<file path="config.mk">
export PLATFORM = sky130hd
export DESIGN_NAME = fir_tap_sequencer_flat
export DESIGN_NICKNAME = d
export VERILOG_FILES = /design/src/rtl/fir_tap_sequencer_if.sv /design/src/rtl/fir_tap_sequencer.sv /design/src/flat_wrapper.sv
export SDC_FILE = /design/constraint.sdc
export NUM_CORES = 1
export LEC_CHECK = 0
export BUFFER_PORTS_ARGS = -buffer_cell sky130_fd_sc_hd__buf_2
export CAP_MARGIN = 20
export CELL_PAD_IN_SITES_DETAIL_PLACEMENT = 1
export CELL_PAD_IN_SITES_GLOBAL_PLACEMENT = 1
export CORE_ASPECT_RATIO = 0.7
export CORE_MARGIN = 4
export CORE_UTILIZATION = 38
export DETAILED_ROUTE_END_ITERATION = 7
export PLACE_DENSITY_LB_ADDON = 0.25
export SLEW_MARGIN = 10
export SYNTH_ARGS = -nofsm -noshare
export SYNTH_HDL_FRONTEND = slang
export SYNTH_SLANG_ARGS = --single-unit
</file>
<file path="constraint.sdc">
create_clock -name clk -period 3.5 [get_ports clk]
set_input_delay 1.05 -clock clk [delete_from_list [all_inputs] [get_ports clk]]
set_output_delay 1.05 -clock clk [all_outputs]
set_load 0.05 [all_outputs]
</file>
<file path="src/rtl/fir_tap_sequencer_if.sv">
// Bundle of the sample input, coefficient write, multiplier request/response and filter output signals.
// master = sequencer side, slave = surrounding logic (source, coefficient host, multiplier, sink).
interface fir_tap_sequencer_if #(
    parameter int DW    = 8,
    parameter int PW    = 16,
    parameter int ACC_W = 19,
    parameter int AW    = 3
);
    logic signed [DW-1:0]    x_in;
    logic                    x_valid;
    logic                    x_ready;
    logic                    coef_we;
    logic [AW-1:0]           coef_addr;
    logic signed [DW-1:0]    coef_wdata;
    logic                    mul_start;
    logic signed [DW-1:0]    mul_a;
    logic signed [DW-1:0]    mul_b;
    logic                    mul_done;
    logic signed [PW-1:0]    mul_product;
    logic signed [ACC_W-1:0] y_out;
    logic                    y_valid;
    logic                    y_ready;

    modport master (
        input  x_in, x_valid, coef_we, coef_addr, coef_wdata, mul_done, mul_product, y_ready,
        output x_ready, mul_start, mul_a, mul_b, y_out, y_valid
    );

    modport slave (
        output x_in, x_valid, coef_we, coef_addr, coef_wdata, mul_done, mul_product, y_ready,
        input  x_ready, mul_start, mul_a, mul_b, y_out, y_valid
    );
endinterface

</file>
<file path="src/rtl/fir_tap_sequencer.sv">
// FIR tap sequencer: one multiply per tap per accepted sample; y_valid TAPS*(1+Twl+Twh)+1 cycles after accept.
// Backpressure: x_ready low while computing or while the single held result waits for y_ready.
module fir_tap_sequencer #(
    parameter int TAPS  = 8,
    parameter int DW    = 8,
    parameter int PW    = 2 * DW,
    parameter int ACC_W = PW + $clog2(TAPS)
) (
    input  logic                clk,
    input  logic                rst,
    fir_tap_sequencer_if.master bus
);
    localparam int              AW       = $clog2(TAPS);
    localparam logic [AW:0]     TAPS_W   = (AW + 1)'(TAPS);
    localparam logic [AW-1:0]   LAST_TAP = AW'(TAPS - 1);

    typedef enum logic [2:0] {IDLE, ISSUE, WAIT_LO, WAIT_HI, OUT} state_t;

    state_t                  state_q, state_d;
    logic signed [DW-1:0]    d_q [TAPS];
    logic signed [DW-1:0]    c_q [TAPS];
    logic [AW-1:0]           tap_q;
    logic signed [ACC_W-1:0] acc_q;
    logic signed [ACC_W-1:0] y_out_q;
    logic                    y_valid_q;

    logic                    x_ready_d;
    logic                    x_fire;
    logic                    coef_wr;
    logic                    prod_fire;
    logic                    last_tap;
    logic signed [ACC_W-1:0] prod_ext;
    logic                    mul_start_d;
    logic signed [DW-1:0]    mul_a_d;
    logic signed [DW-1:0]    mul_b_d;

    assign x_ready_d = (state_q == IDLE) && !y_valid_q;
    assign x_fire    = bus.x_valid && x_ready_d;
    assign coef_wr   = bus.coef_we && (state_q == IDLE) && ({1'b0, bus.coef_addr} < TAPS_W);
    assign prod_fire = (state_q == WAIT_HI) && bus.mul_done;
    assign last_tap  = (tap_q == LAST_TAP);
    assign prod_ext  = {{(ACC_W - PW){bus.mul_product[PW-1]}}, bus.mul_product};

    // Operands come straight from the banks: neither bank nor tap changes while busy, so they stay stable.
    always_comb begin
        state_d     = state_q;
        mul_start_d = 1'b0;
        mul_a_d     = '0;
        mul_b_d     = '0;
        unique case (state_q)
            IDLE: begin
                if (x_fire) state_d = ISSUE;
            end
            ISSUE: begin
                mul_start_d = 1'b1;
                mul_a_d     = c_q[tap_q];
                mul_b_d     = d_q[tap_q];
                state_d     = WAIT_LO;
            end
            WAIT_LO: begin
                mul_a_d = c_q[tap_q];
                mul_b_d = d_q[tap_q];
                if (!bus.mul_done) state_d = WAIT_HI;
            end
            WAIT_HI: begin
                mul_a_d = c_q[tap_q];
                mul_b_d = d_q[tap_q];
                if (bus.mul_done) state_d = last_tap ? OUT : ISSUE;
            end
            OUT: begin
                state_d = IDLE;
            end
            default: begin
                state_d = IDLE;
            end
        endcase
    end

    always_ff @(posedge clk) begin
        if (rst) begin
            state_q   <= IDLE;
            tap_q     <= '0;
            acc_q     <= '0;
            y_out_q   <= '0;
            y_valid_q <= 1'b0;
            for (int k = 0; k < TAPS; k++) begin
                d_q[k] <= '0;
                c_q[k] <= '0;
            end
        end else begin
            state_q <= state_d;
            if (coef_wr) c_q[bus.coef_addr] <= bus.coef_wdata;
            if (x_fire) begin
                d_q[0] <= bus.x_in;
                for (int k = 1; k < TAPS; k++) d_q[k] <= d_q[k-1];
                acc_q <= '0;
                tap_q <= '0;
            end
            if (prod_fire) begin
                acc_q <= acc_q + prod_ext;
                if (!last_tap) tap_q <= tap_q + AW'(1);
            end
            if (state_q == OUT) begin
                y_out_q   <= acc_q;
                y_valid_q <= 1'b1;
            end else if (y_valid_q && bus.y_ready) begin
                y_valid_q <= 1'b0;
            end
        end
    end

    assign bus.x_ready   = x_ready_d;
    assign bus.mul_start = mul_start_d;
    assign bus.mul_a     = mul_a_d;
    assign bus.mul_b     = mul_b_d;
    assign bus.y_out     = y_out_q;
    assign bus.y_valid   = y_valid_q;
endmodule

</file>
<file path="src/flat_wrapper.sv">
// flat-port wrapper written by rule: the top's interface ports become plain ports
module fir_tap_sequencer_flat 
#(
    parameter int TAPS  = 8,
    parameter int DW    = 8,
    parameter int PW    = 2 * DW,
    parameter int ACC_W = PW + $clog2(TAPS)
)
  (clk, rst, bus_x_in, bus_x_valid, bus_coef_we, bus_coef_addr, bus_coef_wdata, bus_mul_done, bus_mul_product, bus_y_ready, bus_x_ready, bus_mul_start, bus_mul_a, bus_mul_b, bus_y_out, bus_y_valid);
  fir_tap_sequencer_if #(.DW(DW), .PW(PW), .ACC_W(ACC_W), .AW((3))) bus_i ();
  input  logic clk;
  input  logic rst;
  input wire logic [$bits(bus_i.x_in)-1:0] bus_x_in;
  input wire logic [$bits(bus_i.x_valid)-1:0] bus_x_valid;
  input wire logic [$bits(bus_i.coef_we)-1:0] bus_coef_we;
  input wire logic [$bits(bus_i.coef_addr)-1:0] bus_coef_addr;
  input wire logic [$bits(bus_i.coef_wdata)-1:0] bus_coef_wdata;
  input wire logic [$bits(bus_i.mul_done)-1:0] bus_mul_done;
  input wire logic [$bits(bus_i.mul_product)-1:0] bus_mul_product;
  input wire logic [$bits(bus_i.y_ready)-1:0] bus_y_ready;
  output wire logic [$bits(bus_i.x_ready)-1:0] bus_x_ready;
  output wire logic [$bits(bus_i.mul_start)-1:0] bus_mul_start;
  output wire logic [$bits(bus_i.mul_a)-1:0] bus_mul_a;
  output wire logic [$bits(bus_i.mul_b)-1:0] bus_mul_b;
  output wire logic [$bits(bus_i.y_out)-1:0] bus_y_out;
  output wire logic [$bits(bus_i.y_valid)-1:0] bus_y_valid;
  assign bus_i.x_in = bus_x_in;
  assign bus_i.x_valid = bus_x_valid;
  assign bus_i.coef_we = bus_coef_we;
  assign bus_i.coef_addr = bus_coef_addr;
  assign bus_i.coef_wdata = bus_coef_wdata;
  assign bus_i.mul_done = bus_mul_done;
  assign bus_i.mul_product = bus_mul_product;
  assign bus_i.y_ready = bus_y_ready;
  assign bus_x_ready = bus_i.x_ready;
  assign bus_mul_start = bus_i.mul_start;
  assign bus_mul_a = bus_i.mul_a;
  assign bus_mul_b = bus_i.mul_b;
  assign bus_y_out = bus_i.y_out;
  assign bus_y_valid = bus_i.y_valid;
  fir_tap_sequencer #(.TAPS(TAPS), .DW(DW), .PW(PW), .ACC_W(ACC_W)) u_core (.clk(clk), .rst(rst), .bus(bus_i));
endmodule
</file>
==> results of run 1 <==
## tightest hold or removal path: stages (launching register included)
cell                      delay [ps]
sky130_fd_sc_hd__dfxtp_1         310
sky130_fd_sc_hd__nand2_1          50
sky130_fd_sc_hd__a21oi_1          50
## cell usage in the layout (no fill, tap or decap), types with 4 or more instances in the layout
master,count
sky130_fd_sc_hd__mux2i_1,17
sky130_fd_sc_hd__buf_4,18
sky130_fd_sc_hd__or2_2,10
sky130_fd_sc_hd__inv_1,5
sky130_fd_sc_hd__and2_1,115
sky130_fd_sc_hd__a21o_1,8
sky130_fd_sc_hd__ha_1,20
sky130_fd_sc_hd__or3_1,5
sky130_fd_sc_hd__o21ai_0,11
sky130_fd_sc_hd__buf_2,78
sky130_fd_sc_hd__a21oi_1,41
sky130_fd_sc_hd__clkbuf_16,17
sky130_fd_sc_hd__dfxtp_1,44
sky130_fd_sc_hd__edfxtp_1,128
sky130_fd_sc_hd__clkinv_4,4
sky130_fd_sc_hd__nor2b_1,18
sky130_fd_sc_hd__nor3_1,5
sky130_fd_sc_hd__xnor2_1,5
sky130_fd_sc_hd__inv_8,4
sky130_fd_sc_hd__a22oi_1,9
sky130_fd_sc_hd__nand3_1,8
sky130_fd_sc_hd__nand2_1,56
sky130_fd_sc_hd__nand4_1,5
sky130_fd_sc_hd__mux4_2,32
sky130_fd_sc_hd__nor2_1,40
## logic make-up (layout without fill, tap and decap cells)
kind of cell,after synthesis,in the layout
and+or+nand+nor,286,286
muxes,49,49
adders and majority gates,21,21
buffers and inverters,38,136
AOI/OAI and AO/OA,95,95
xor gates and xnor gates,8,8
DFF,173,173
## registers in the layout (all words and copies together), names as in the netlist
signal,flops
u_core.c_q,64
u_core.d_q,64
u_core.acc_q,19
u_core.bus.y_out,19
u_core.state_q,3
u_core.tap_q,3
u_core.bus.y_valid,1
## path summary, 6_finish.rpt
check / startpoint / to / slack (ps)
max: u_core.tap_q[0] / bus_mul_b[1] / 240
min: u_core.bus.y_out[16] / u_core.bus.y_out[16] / 450
min reg2reg: u_core.bus.y_out[16] / u_core.bus.y_out[16] / 450
max reg2reg: u_core.acc_q[0] / u_core.acc_q[18] / 1080
## where the power goes
group / switching (W) / internal (W)
sequential: 0.0000492 / 0.00232
clock: 0.000908 / 0.000950
combinational: 0.000261 / 0.000140
total: 0.00122 / 0.00341
## cell type report
type / count / area (µm²)
clock buffer: 17 / 425
clock inverter: 15 / 151
fill: 2206 / 11400
inverter: 5 / 18.8
multi-input combinational: 459 / 3400
sequential: 173 / 4750
tap: 276 / 345
timing repair buffer: 99 / 586
## per-layer routing
metal  part of all wire [%]  GRT usage (%)  wire (µm)
met1                     49           26.3      10200
met2                     46           27.0       9550
met3                    4.7           3.78        985
met4                   0.68           4.19        142
met5                  0.062              0         13
## through the flow
| stage | std cells | total power (W) | util (%) |
|---|---|---|---|
| 6_report | 1044 | 0.00463 | 45.9 |
| 2_1_floorplan | 670 | 0.00266 | - |
| 4_1_cts | 1044 | 0.00468 | 45.9 |
| 5_1_grt | 1044 | 0.00483 | 45.9 |
| 3_5_place_dp | 1012 | 0.00282 | 43.1 |
| 3_3_place_gp | 1012 | 0.00279 | 43.1 |
==> run_summary.xml, run 1 <==
<?xml version="1.0" encoding="UTF-8"?>
<metrics>
  <group name="synthesis">
    <metric name="yosys.area_share.xor_xnor" unit="%">0.845</metric>
    <metric name="synth_cell_type_count" unit="">52</metric>
    <metric name="gate_count_of_the_mapped_netlist" unit="">670</metric>
    <metric name="ys.warnings.count" unit="">0</metric>
    <metric name="synth-compound-area-share" unit="%">7.21</metric>
    <metric name="synth-simple-area-share" unit="%">18.9</metric>
    <metric name="synth_top_family_by_area" unit="">simple AND/OR/NAND/NOR gates</metric>
    <metric name="syn_area_per_cell" unit="µm²">12.4</metric>
    <metric name="postSynth.topFlopCell" unit="">sky130_fd_sc_hd__edfxtp_1</metric>
    <metric name="syn-num-nets" unit="">732</metric>
    <metric name="post_synth_mux_area_share" unit="%">10.7</metric>
    <metric name="synth-async-reset-ratio" unit="%">0</metric>
    <metric name="synth_enable_flop_cells" unit="">128</metric>
    <metric name="post-synth-top-count-cell" unit="">sky130_fd_sc_hd__edfxtp_1</metric>
    <metric name="share_of_yosys_cell_area_claimed_by_the_top_area_cell_type" unit="%">46.4</metric>
    <metric name="synth_top_cells_by_area" unit="">sky130_fd_sc_hd__edfxtp_1 (46%), sky130_fd_sc_hd__dfxtp_1 (11%), sky130_fd_sc_hd__mux4_2 (8.7%), sky130_fd_sc_hd__and2_1 (8.7%), sky130_fd_sc_hd__ha_1 (3.0%)</metric>
    <metric name="synth-seq-area-share" unit="%">57.2</metric>
    <metric name="synth_adder_area_share" unit="%">3.26</metric>
    <metric name="yosys_reg_bits" unit="">173</metric>
    <metric name="cell_types_with_the_highest_counts_after_synthesis" unit="">sky130_fd_sc_hd__edfxtp_1 (128), sky130_fd_sc_hd__and2_1 (115), sky130_fd_sc_hd__nand2_1 (56), sky130_fd_sc_hd__dfxtp_1 (45)</metric>
    <metric name="netlist_area" unit="mm²">0.00829</metric>
    <metric name="synth.largest_area_cell" unit="">sky130_fd_sc_hd__edfxtp_1</metric>
  </group>
  <group name="routing">
    <metric name="antenna_left" unit="">0</metric>
    <metric name="firstDrtPassIters" unit="">4</metric>
    <metric name="drt-vias-per-instance" unit="">5.35</metric>
    <metric name="detail_route.drc_violations" unit="">0</metric>
    <metric name="routed-via-count" unit="">5582</metric>
    <metric name="dr.first_iter.drc_count" unit="">386</metric>
    <metric name="detail_route.wl_per_cell" unit="µm">20.0</metric>
    <metric name="routed_wirelength" unit="mm">20.9</metric>
  </group>
  <group name="clock_network">
    <metric name="holdBufCountCts" unit="">0</metric>
    <metric name="htreeDepth" unit="">4</metric>
    <metric name="worst_setup_hold_path_clk_slew" unit="ps">70</metric>
    <metric name="cts_tree" unit="">built</metric>
    <metric name="numClockSinks" unit="">173</metric>
    <metric name="clkLatencyLatePin" unit="ps">440</metric>
    <metric name="root_buffer" unit="">sky130_fd_sc_hd__clkbuf_16</metric>
    <metric name="ctsResizeCount" unit="">0</metric>
    <metric name="clockBufferDepth" unit="">2</metric>
    <metric name="cts_setup_buffers" unit="">0</metric>
    <metric name="cts_inserted_buffers" unit="">17</metric>
  </group>
  <group name="worst_setup_path">
    <metric name="kind_of_cell_adding_the_most_delay_to_the_critical_path" unit="">multiplexers</metric>
    <metric name="ff2ff_path_depth" unit="">8</metric>
    <metric name="critical_path.endpoint_type" unit="">output port</metric>
    <metric name="cp_max_fo" unit="">9</metric>
    <metric name="cell_count_along_the_critical_path" unit="">5</metric>
    <metric name="worstSetupPathType" unit="">reg2out</metric>
    <metric name="path_buf_inv" unit="">2</metric>
    <metric name="timing.critical_path.from_type" unit="">flop</metric>
    <metric name="worst_ep_arrival_time" unit="ps">2210</metric>
    <metric name="required_time_worst_endpoint" unit="ps">2450</metric>
    <metric name="slowest_delay" unit="ps">520</metric>
    <metric name="critical_path.cell_chain" unit="">buf_4 &gt; mux4_2 &gt; mux2i_1 &gt; nor2_1 &gt; buf_2</metric>
    <metric name="worst_path_max_delay_cell" unit="">sky130_fd_sc_hd__dfxtp_2</metric>
  </group>
  <group name="sta">
    <metric name="slew_headroom" unit="%">45.6</metric>
    <metric name="fin_hold_ws" unit="ps">455</metric>
    <metric name="final_max_slew_violation_count" unit="">0</metric>
    <metric name="worst_clock_skew" unit="ps">17.3</metric>
    <metric name="worst_slack" unit="ps">239</metric>
    <metric name="timing_hold_violations_final" unit="">0</metric>
    <metric name="tns" unit="ps">0</metric>
    <metric name="timing.fmax" unit="GHz">0.307</metric>
    <metric name="worstMarginPinSlew" unit="ps">816</metric>
    <metric name="period_minus_slack" unit="ps">3260</metric>
    <metric name="layout_worst_path_cycle_share" unit="%">93.2</metric>
    <metric name="final_setup_violation_count" unit="">0</metric>
    <metric name="unrepaired_setup_endpoints_after_global_routing" unit="">false</metric>
  </group>
  <group name="floorplanning">
    <metric name="die_h" unit="µm">132</metric>
    <metric name="die_area" unit="mm²">0.0243</metric>
    <metric name="start_util" unit="%">39.3</metric>
    <metric name="rows" unit="">44</metric>
    <metric name="floorplan.core_area" unit="mm²">0.0211</metric>
    <metric name="floorplan.io_pins" unit="">79</metric>
    <metric name="die_width" unit="µm">185</metric>
  </group>
  <group name="grt">
    <metric name="grt_start_max_net_pins" unit="">65</metric>
    <metric name="grt_antenna_before_repair" unit="">1</metric>
    <metric name="grt_usage" unit="%">17.8</metric>
    <metric name="wire_length_of_the_first_global_routing_pass" unit="mm">34.0</metric>
    <metric name="overflow" unit="">0</metric>
    <metric name="grt_pass1_vias" unit="">6031</metric>
  </group>
  <group name="place">
    <metric name="place_hpwl" unit="mm">14.7</metric>
    <metric name="dpl-instance-area" unit="mm²">0.00909</metric>
    <metric name="port-buffer-count" unit="">78</metric>
    <metric name="place_ws" unit="ps">259</metric>
    <metric name="place.gp.congestion" unit="">0.827</metric>
  </group>
  <group name="worst_hold_path">
    <metric name="hold-path-cell-count" unit="">2</metric>
    <metric name="holdCritPathClass" unit="">reg2reg</metric>
  </group>
  <group name="pwr">
    <metric name="power.density_cell_area" unit="mW/mm²">478</metric>
    <metric name="p_leak" unit="nW">3.76</metric>
    <metric name="max-vdd-ir-drop" unit="mV">0.342</metric>
  </group>
  <group name="final_layout">
    <metric name="nNetsFinal" unit="">817</metric>
    <metric name="fin_area" unit="mm²">0.00967</metric>
    <metric name="diodes" unit="">0</metric>
    <metric name="areaGrowthSynthToFinish" unit="%">16.6</metric>
    <metric name="layout-drive-gt1-share" unit="%">23.2</metric>
  </group>
  <group name="job">
    <metric name="drv_cap" unit="">0</metric>
  </group>
  <group name="outcome">
    <metric name="run_status" unit="">finished clean</metric>
  </group>
</metrics>
(Power assumes the default switching activity.)
==> inputs of run 2 (changes only) <==
--- a/config.mk
+++ b/config.mk
@@ -5,7 +5,7 @@
 export SDC_FILE = /design/constraint.sdc
 export NUM_CORES = 1
 export LEC_CHECK = 0
-export BUFFER_PORTS_ARGS = -buffer_cell sky130_fd_sc_hd__buf_2
+export BUFFER_PORTS_ARGS = -buffer_cell sky130_fd_sc_hd__buf_4
 export CAP_MARGIN = 20
 export CELL_PAD_IN_SITES_DETAIL_PLACEMENT = 1
 export CELL_PAD_IN_SITES_GLOBAL_PLACEMENT = 1
@@ -14,6 +14,7 @@
 export CORE_UTILIZATION = 38
 export DETAILED_ROUTE_END_ITERATION = 7
 export PLACE_DENSITY_LB_ADDON = 0.25
+export SETUP_SLACK_MARGIN = 0.1
 export SLEW_MARGIN = 10
 export SYNTH_ARGS = -nofsm -noshare
 export SYNTH_HDL_FRONTEND = slang
==> constraint.sdc (replaced) <==
create_clock -name clk -period 3.5 [get_ports clk]
set_input_delay 1.05 -clock clk [delete_from_list [all_inputs] [get_ports clk]]
set_output_delay 1.05 -clock clk [all_outputs]
set_load 0.02 [all_outputs]
==> run_summary.xml, run 2 (synthesis results as in run 1) <==
<?xml version="1.0" encoding="UTF-8"?>
<metrics>
  <group name="floorplanning">
    <metric name="rows" unit="">44</metric>
    <metric name="start_util" unit="%">39.3</metric>
    <metric name="floorplan.core_area" unit="mm²">0.0211</metric>
    <metric name="floorplan.io_pins" unit="">79</metric>
    <metric name="die_width" unit="µm">185</metric>
    <metric name="die_h" unit="µm">132</metric>
    <metric name="die_area" unit="mm²">0.0243</metric>
  </group>
  <group name="job">
    <metric name="drv_cap" unit="">0</metric>
  </group>
  <group name="worst_hold_path">
    <metric name="hold-path-cell-count" unit="">2</metric>
    <metric name="holdCritPathClass" unit="">reg2reg</metric>
  </group>
  <group name="final_layout">
    <metric name="diodes" unit="">0</metric>
    <metric name="layout-drive-gt1-share" unit="%">22.9</metric>
    <metric name="fin_area" unit="mm²">0.00993</metric>
    <metric name="largestRegisters" unit="">u_core.c_q (64), u_core.d_q (64)</metric>
    <metric name="areaGrowthSynthToFinish" unit="%">19.7</metric>
    <metric name="nNetsFinal" unit="">814</metric>
    <metric name="layout.cells.most_common" unit="">sky130_fd_sc_hd__edfxtp_1</metric>
    <metric name="layout.cells.most_common_list" unit="">sky130_fd_sc_hd__edfxtp_1 (128), sky130_fd_sc_hd__and2_1 (115), sky130_fd_sc_hd__buf_4 (93)</metric>
  </group>
  <group name="grt">
    <metric name="overflow" unit="">0</metric>
    <metric name="grt_antenna_before_repair" unit="">0</metric>
    <metric name="grt_start_max_net_pins" unit="">65</metric>
    <metric name="grt_pass1_vias" unit="">6054</metric>
    <metric name="grt_usage" unit="%">18.1</metric>
    <metric name="wire_length_of_the_first_global_routing_pass" unit="mm">34.3</metric>
  </group>
  <group name="worst_setup_path">
    <metric name="worstSetupPathType" unit="">reg2out</metric>
    <metric name="worst_ep_arrival_time" unit="ps">2110</metric>
    <metric name="required_time_worst_endpoint" unit="ps">2450</metric>
    <metric name="cp_max_fo" unit="">32</metric>
    <metric name="worst_path_max_delay_cell" unit="">sky130_fd_sc_hd__buf_4</metric>
    <metric name="ff2ff_path_depth" unit="">8</metric>
    <metric name="cp_common_cell" unit="">sky130_fd_sc_hd__buf_4</metric>
    <metric name="path_buf_inv" unit="">2</metric>
    <metric name="kind_of_cell_adding_the_most_delay_to_the_critical_path" unit="">buffers and inverters</metric>
    <metric name="timing.critical_path.from_type" unit="">flop</metric>
    <metric name="critical_path.endpoint_type" unit="">output port</metric>
    <metric name="critical_path.cell_chain" unit="">buf_4 &gt; mux4_2 &gt; mux2i_1 &gt; nor2_1 &gt; buf_4</metric>
    <metric name="cell_count_along_the_critical_path" unit="">5</metric>
    <metric name="slowest_delay" unit="ps">470</metric>
  </group>
  <group name="sta">
    <metric name="worst_clock_skew" unit="ps">7.77</metric>
    <metric name="unrepaired_setup_endpoints_after_global_routing" unit="">false</metric>
    <metric name="final_setup_violation_count" unit="">0</metric>
    <metric name="worstMarginPinSlew" unit="ps">838</metric>
    <metric name="tns" unit="ps">0</metric>
    <metric name="timing_hold_violations_final" unit="">0</metric>
    <metric name="slew_headroom" unit="%">44.0</metric>
    <metric name="final_max_slew_violation_count" unit="">0</metric>
    <metric name="period_minus_slack" unit="ps">3160</metric>
    <metric name="layout_worst_path_cycle_share" unit="%">90.4</metric>
    <metric name="timing.fmax" unit="GHz">0.316</metric>
  </group>
  <group name="clock_network">
    <metric name="htreeDepth" unit="">4</metric>
    <metric name="worst_setup_hold_path_clk_slew" unit="ps">70</metric>
    <metric name="root_buffer" unit="">sky130_fd_sc_hd__clkbuf_16</metric>
    <metric name="cts_setup_buffers" unit="">0</metric>
    <metric name="clockBufferDepth" unit="">2</metric>
    <metric name="clkLatencyLatePin" unit="ps">430</metric>
    <metric name="cts_inserted_buffers" unit="">17</metric>
    <metric name="cts_tree" unit="">built</metric>
    <metric name="numClockSinks" unit="">173</metric>
  </group>
  <group name="place">
    <metric name="place.gp.congestion" unit="">0.844</metric>
    <metric name="port-buffer-count" unit="">78</metric>
    <metric name="place_hpwl" unit="mm">14.5</metric>
    <metric name="dpl-instance-area" unit="mm²">0.00927</metric>
  </group>
  <group name="outcome">
    <metric name="run_status" unit="">finished clean</metric>
  </group>
  <group name="routing">
    <metric name="detail_route.drc_violations" unit="">0</metric>
    <metric name="routed-via-count" unit="">5618</metric>
    <metric name="dr.first_iter.drc_count" unit="">336</metric>
    <metric name="drt-vias-per-instance" unit="">5.40</metric>
    <metric name="antenna_left" unit="">0</metric>
    <metric name="routed_wirelength" unit="mm">21.5</metric>
    <metric name="detail_route.wl_per_cell" unit="µm">20.6</metric>
    <metric name="firstDrtPassIters" unit="">5</metric>
  </group>
  <group name="pwr">
    <metric name="power" unit="W">0.00486</metric>
    <metric name="max-vdd-ir-drop" unit="mV">0.340</metric>
    <metric name="p_leak" unit="nW">3.80</metric>
    <metric name="power.density_cell_area" unit="mW/mm²">490</metric>
  </group>
</metrics>
run 2: cell count changes in the layout (fill, tap and decap cells not counted), sizes merged:
cell	change
clkinv	-4
inv	-2
buf	-3
clkinvlp	+2
bufinv	+4
run 2: layer usage:
metal  GRT usage (%)  vias to the layer above  share of wire (%)
li1                -                     2611                  -
met1            25.6                     2865                 48
met2            28.6                      126                 47
met3            4.17                       16                4.5
met4            3.98                        0               0.88
met5               0                        -                  0
run 2: worst reg2reg max path: stages, from the launching register on:
cell and delay, ps:
sky130_fd_sc_hd__dfxtp_1 330, sky130_fd_sc_hd__ha_1 220, sky130_fd_sc_hd__fa_1 430, sky130_fd_sc_hd__a21oi_1 280
sky130_fd_sc_hd__o211ai_1 240, sky130_fd_sc_hd__a2111oi_0 490, sky130_fd_sc_hd__buf_4 200, sky130_fd_sc_hd__or3_1 110
sky130_fd_sc_hd__nand4_1 80
run 2: final cells by class:
| class | count | area, µm² |
|---|---|---|
| fillers | 2195 | 11200 |
| inverters | 5 | 18.8 |
| well taps | 276 | 345 |
| repair buffers | 96 | 758 |
| clock buffers | 17 | 425 |
| flip-flops and latches | 173 | 4750 |
| clock inverters | 15 | 230 |
| multi-input cells | 459 | 3400 |
run 2: path summary, 6_finish.rpt:
check,startpoint,endpoint,slack [ps]
setup reg to reg,u_core.acc_q[0],u_core.acc_q[18],1020
hold reg to reg,u_core.bus.y_out[11],u_core.bus.y_out[11],460
hold / removal,u_core.bus.y_out[11],u_core.bus.y_out[11],460
setup / recovery,u_core.tap_q[1],bus_mul_a[3],340
run 2: where the power goes:
part	total, W	switching (W)	leakage, nW	internal [W]
logic	0.000388	0.000227	1.78	0.000162
registers	0.00237	0.0000494	1.72	0.00232
clock network	0.00210	0.000879	0.310	0.00123
run 2: stage by stage:
step | hold slack, ps | util [%] | std cells | setup WS (ps)
final | 458 | 47.1 | 1041 | 336
after global placement | 444 | 44.0 | 1009 | 260
after detailed placement | 450 | 44.0 | 1009 | 213
after global routing | 476 | 47.1 | 1041 | 187
after CTS | 460 | 47.1 | 1041 | 206
after floorplan | 448 | - | 670 | 587
run 2: timing repair:
action / in CTS / in global routing
hold endpoints to repair: 0 / 0
hold buffers: 0 / 0
gates resized for setup: 0 / 1
setup endpoints to repair: 0 / 1
